[src/rtl/pg_timing_gen.sv]
// -----------------------------------------------------------------------------
// pg_timing_gen
//
// Raster timing generator for the pattern-generator path. It walks a fixed
// raster (active, front porch, sync, back porch, both horizontally and
// vertically), advancing one pixel per clock while enable is high. It also
// decodes data-enable, sync and line/frame strobes for the position it is
// currently showing.
//
// Ports:
//   clk            in   pixel clock
//   reset          in   synchronous reset, active-high (has priority)
//   enable         in   advance one pixel when high, hold when low
//   h_cnt[11:0]    out  horizontal position, 0..H_TOTAL-1
//   v_cnt[11:0]    out  vertical position, 0..V_TOTAL-1
//   de             out  active-pixel flag (one cycle per advanced position)
//   hsync          out  horizontal sync, asserted level HS_POL
//   vsync          out  vertical sync, asserted level VS_POL (whole lines)
//   line_start     out  strobe at h=0 of every line
//   act_line_start out  strobe at h=0 of active lines only
//   frame_start    out  strobe at position (0,0)
//
// Every output is a flop. The flags are decoded from the *next* position,
// so they line up with h_cnt/v_cnt in the same cycle without added latency.
// -----------------------------------------------------------------------------
module pg_timing_gen #(
    parameter int H_ACTIVE = 1920,
    parameter int H_FP     = 88,
    parameter int H_SYNC   = 44,
    parameter int H_BP     = 148,
    parameter int V_ACTIVE = 1080,
    parameter int V_FP     = 4,
    parameter int V_SYNC   = 5,
    parameter int V_BP     = 36,
    parameter bit HS_POL   = 1'b1,
    parameter bit VS_POL   = 1'b1
) (
    input  logic        clk,
    input  logic        reset,
    input  logic        enable,
    output logic [11:0] h_cnt,
    output logic [11:0] v_cnt,
    output logic        de,
    output logic        hsync,
    output logic        vsync,
    output logic        line_start,
    output logic        act_line_start,
    output logic        frame_start
);

    localparam int H_TOTAL = H_ACTIVE + H_FP + H_SYNC + H_BP;
    localparam int V_TOTAL = V_ACTIVE + V_FP + V_SYNC + V_BP;

    // Geometry sanity: reject impossible rasters at elaboration.
    if (H_ACTIVE < 1 || H_FP < 1 || H_SYNC < 1 || H_BP < 1) begin : g_bad_h_field
        $error("pg_timing_gen: every horizontal field must be >= 1");
    end
    if (V_ACTIVE < 1 || V_FP < 1 || V_SYNC < 1 || V_BP < 1) begin : g_bad_v_field
        $error("pg_timing_gen: every vertical field must be >= 1");
    end
    if (H_TOTAL > 4096) begin : g_bad_h_total
        $error("pg_timing_gen: H_TOTAL exceeds 4096");
    end
    if (V_TOTAL > 4096) begin : g_bad_v_total
        $error("pg_timing_gen: V_TOTAL exceeds 4096");
    end

    // Decode boundaries. With totals <= 4096 every one of these fits 12 bits.
    localparam logic [11:0] H_LAST   = 12'(H_TOTAL - 1);
    localparam logic [11:0] V_LAST   = 12'(V_TOTAL - 1);
    localparam logic [11:0] H_ACT_W  = 12'(H_ACTIVE);
    localparam logic [11:0] V_ACT_W  = 12'(V_ACTIVE);
    localparam logic [11:0] H_HS_BEG = 12'(H_ACTIVE + H_FP);
    localparam logic [11:0] H_HS_END = 12'(H_ACTIVE + H_FP + H_SYNC);
    localparam logic [11:0] V_VS_BEG = 12'(V_ACTIVE + V_FP);
    localparam logic [11:0] V_VS_END = 12'(V_ACTIVE + V_FP + V_SYNC);

    // started is clear after reset so the first advance lands on (0,0)
    // instead of stepping past it.
    logic        started;
    logic [11:0] h_nxt;
    logic [11:0] v_nxt;
    logic        de_nxt;
    logic        hs_nxt;
    logic        vs_nxt;
    logic        h_zero;

    always_comb begin
        h_nxt = '0;
        v_nxt = '0;
        if (started) begin
            if (h_cnt == H_LAST) begin
                h_nxt = '0;
                v_nxt = (v_cnt == V_LAST) ? '0 : v_cnt + 12'd1;
            end else begin
                h_nxt = h_cnt + 12'd1;
                v_nxt = v_cnt;
            end
        end
        h_zero = (h_nxt == '0);
        de_nxt = (h_nxt < H_ACT_W) && (v_nxt < V_ACT_W);
        hs_nxt = (h_nxt >= H_HS_BEG && h_nxt < H_HS_END) ? HS_POL : ~HS_POL;
        vs_nxt = (v_nxt >= V_VS_BEG && v_nxt < V_VS_END) ? VS_POL : ~VS_POL;
    end

    always_ff @(posedge clk) begin
        if (reset) begin
            started        <= 1'b0;
            h_cnt          <= '0;
            v_cnt          <= '0;
            de             <= 1'b0;
            hsync          <= ~HS_POL;
            vsync          <= ~VS_POL;
            line_start     <= 1'b0;
            act_line_start <= 1'b0;
            frame_start    <= 1'b0;
        end else if (enable) begin
            started        <= 1'b1;
            h_cnt          <= h_nxt;
            v_cnt          <= v_nxt;
            de             <= de_nxt;
            hsync          <= hs_nxt;
            vsync          <= vs_nxt;
            line_start     <= h_zero;
            act_line_start <= h_zero && (v_nxt < V_ACT_W);
            frame_start    <= h_zero && (v_nxt == '0);
        end else begin
            // Stall: position and syncs hold; per-pixel flags are one-shot
            // so a held position is never counted twice downstream.
            de             <= 1'b0;
            line_start     <= 1'b0;
            act_line_start <= 1'b0;
            frame_start    <= 1'b0;
        end
    end

endmodule

[config.mk]
export PLATFORM = sky130hd
export DESIGN_NAME = pg_timing_gen
export DESIGN_NICKNAME = d
export VERILOG_FILES = /design/src/rtl/pg_timing_gen.sv
export SDC_FILE = /design/constraint.sdc
export NUM_CORES = 1
export LEC_CHECK = 0
export CAP_MARGIN = 20
export CORE_ASPECT_RATIO = 0.7
export CORE_MARGIN = 1
export CORE_UTILIZATION = 50
export DETAILED_ROUTE_END_ITERATION = 7
export PLACE_DENSITY = 0.77
export SYNTH_ARGS = -nofsm -noshare
export SYNTH_HDL_FRONTEND = slang
export SYNTH_SLANG_ARGS = --single-unit
[constraint.sdc]
create_clock -name clk -period 3.6 [get_ports clk]
set_input_delay 0.72 -clock clk [delete_from_list [all_inputs] [get_ports clk]]
set_output_delay 0.72 -clock clk [all_outputs]
set_load 0.01 [all_outputs]
==> key figures <==
Place
  • Placed inst area: roughly 0.0024 mm²
  • DP Wirelength: about 4.3 mm
  • PortBufs: 32
  • Setup WS pre-CTS: a little over 500 ps
  • Routability cong.: 0.935

Clock tree
  • Sink Count: 31
  • Setup bufs post-CTS: 0
  • CTS Hold Bufs: 0
  • Clock latency on the worst-skew pair: about 280 ps
  • CTS Buf Count: 5
  • CTS tree: done
  • H-tree depth: 2
  • Cts repair resizes: 0
  • Clk slew on worst S/H paths: ~70 ps
  • Maximum buffer depth of the clock tree: 2
  • CTS root buf: clkbuf_8

Timing
  • Unrepaired setup endpoints after global routing: false
  • FMAX: ~320 MHz
  • Worst slew pin tran: between 400 and 500 ps
  • Hold slack: 474 ps
  • Slew headroom: roughly 67%
  • Setup violations, final: 0
  • Post-Route Skew: 3.36 ps
  • Worst Setup Slack, final: 450 ps
  • Final TNS setup: 0 ps
  • Period minus WS final: between 3000 and 4000 ps
  • Period utilization: roughly 87%
  • Final hold vios: 0
  • Slew Limit Fails: 0

Critical path
  • Crit Path Class: reg -> reg
  • Crit. End Element: flop
  • CP max FO: 11
  • Critical path startpoint category: flop
  • WP data arrival: 3350 ps
  • Critical path data required time: 3800 ps
  • R2R Setup Slk: approximately 450 ps

Job
  • Maxcap violations: 0

Power and ir drop
  • Cell Int Power: ~0.00051 W
  • Gate power share: around 8.9%
  • Flop pwr share: 51.8%
  • Clock power share: approximately 39%
  • Peak supply drop: approximately 0.19 mV
  • Pleak: approximately 0.82 nW
  • Psw: roughly 0.00017 W
  • Sw Share: 25.2%
  • PwrDens: ~270 mW/mm²

Detailed routing
  • Routed wire length: ~6.0 mm
  • Post-route DRC: 0
  • Routed WL per cell: roughly 17 µm
  • Initial drt markers: around 300
  • Routed vias: 2235
  • First-pass DRT Iterations: 5
  • Via density: about 6.1
  • Post-route ant nets: 0

Synth
  • FF+latch count, synth: 31
  • Cell Area, Synth: between 0.002 and 0.0025 mm²
  • EDFF count, synth: 0
  • Post-Syn Instances: 287
  • Post-synthesis sequential area ratio: between 20% and 30%
  • Syn_nets: 293
  • Cell variety after synth: 54
  • Most used DFF post-synth: dfxtp_1
  • YS warnings: 0
  • Mean Syn Cell Area: 7.36 µm²
  • Ys async rst share: 0%

Floorplan
  • Die Width: ~80 µm
  • Die Ht: between 50 and 60 µm
  • Core area: between 0.003 and 0.004 mm²
  • Initial core utilization: a little over half
  • IO Pins: 33
  • DIE AREA: roughly 0.0045 mm²
  • Cell Rows: 19

Final layout
  • Most frequent cells in the layout: 32 x nor2_1, 32 x clkdlybuf4s50_1, 31 x dfxtp_1, 27 x nand2_1, 25 x a21oi_1
  • P&R area growth vs syn: 19.8%
  • Design area: 0.00253 mm²
  • Layout Nets: around 320
  • Antenna cells: 0
  • Share of post-route cells with drive strength above 1: 7.37%
  • Final Util: between 60% and 70%

Global routing
  • Global-route wire length before repair: roughly 9.5 mm
  • Largest net degree at the start of global routing: 30
  • Global-route usage over all layers: roughly 28%
  • GR Overflow Total: 0
  • Vias in the first global route: ~1800
  • Initial antenna violation count: 0

Hold path
  • Hold/Removal Path Class: reg -> reg

Run status
  • Outcome: finished, final reports clean
[synth_stat cells (2+ instances only)]
library cell | instances | share of area [%]
buf_1 | 2 | 0.36
nand4_1 | 6 | 1.8
a22oi_1 | 2 | 0.71
nor4_1 | 5 | 1.5
a21oi_1 | 25 | 5.9
a211oi_1 | 2 | 0.71
inv_1 | 9 | 1.6
nand2_1 | 27 | 4.8
ha_1 | 3 | 1.8
clkbuf_1 | 16 | 2.8
a311o_1 | 2 | 0.95
dfxtp_1 | 31 | 29
or3_1 | 4 | 1.2
o31a_1 | 2 | 0.83
xor2_1 | 8 | 3.3
mux2i_1 | 4 | 1.9
xnor2_1 | 8 | 3.3
and3_1 | 6 | 1.8
o21ai_0 | 15 | 3.6
nand2b_1 | 3 | 0.89
buf_2 | 2 | 0.47
or4_1 | 5 | 1.8
a31oi_1 | 7 | 2.1
and4_1 | 2 | 0.83
nor3b_1 | 2 | 0.71
nand3_1 | 14 | 3.3
nand3b_1 | 4 | 1.4
nor3_1 | 12 | 2.8
nor2_1 | 32 | 5.7
o221ai_1 | 2 | 0.83
or4b_4 | 2 | 1.3
[routing by layer]
metal	up-vias	wire, µm	GRT usage [%]
met4	0	61	7.79
li1	1079	-	-
met1	1022	3090	46.0
met3	9	645	10.6
met5	-	0	0
met2	125	2230	31.5
[through the flow]
step | cells | total power (W)
floorplan | 287 | 0.000398
global placement | 356 | 0.000420
detailed placement | 356 | 0.000419
CTS | 364 | 0.000682
global route | 364 | 0.000708
finish | 364 | 0.000679
[path summary, 6_finish.rpt]
path,from,endpoint,depth (start not counted)
setup / recovery,h_cnt[10],frame_start,7
hold / removal,vsync,vsync,2
setup reg to reg,h_cnt[10],frame_start,7
hold reg to reg,vsync,vsync,2
[power groups by stage]
stage	Clock [W]	Combinational [W]	Sequential [W]
final	0.000266	0.0000607	0.000352
after detailed placement	0	0.0000593	0.000359
after CTS	0.000271	0.0000597	0.000352
after global routing	0.000291	0.0000653	0.000352
after floorplan	0	0.0000371	0.000361
after global placement	0	0.0000603	0.000359
[cell families (layout without fill, tap and decap cells)]
kind of cell	count (synthesis)	in the layout	share of synthesized area, %
XOR/XNOR	16	16	6.64
flip-flops	31	31	29.4
multiplexers	4	4	1.90
buffers and inverters	32	57	6.75
AO/OA/AOI/OAI	64	64	18.4
AND/OR/NAND/NOR	137	137	35.2
adder cells (fa/ha/maj)	3	3	1.78
[critical path: stages (launching register included)]
cell,delay [ps]
dfxtp_1,370
or4b_1,630
or3_1,500
nand2_4,180
nor2_1,100
or4b_4,540
or4_4,520
nor4_2,240
[flip-flops by register name, indices dropped and copies added, names as in the netlist]
signal          flops
act_line_start      1
de                  1
frame_start         1
h_cnt              12
hsync               1
line_start          1
started             1
v_cnt              12
vsync               1
[area by class of cell]
type                       instances  area [µm²]
clock buffer                       7        76.3
clock inverter                     1        5.00
inverter                           9        33.8
fill                             362        1460
timing repair buffer              40         380
sequential                        31         621
multi-input combinational        224        1350
tap                               52        65.1
(Power assumes the default switching activity.)
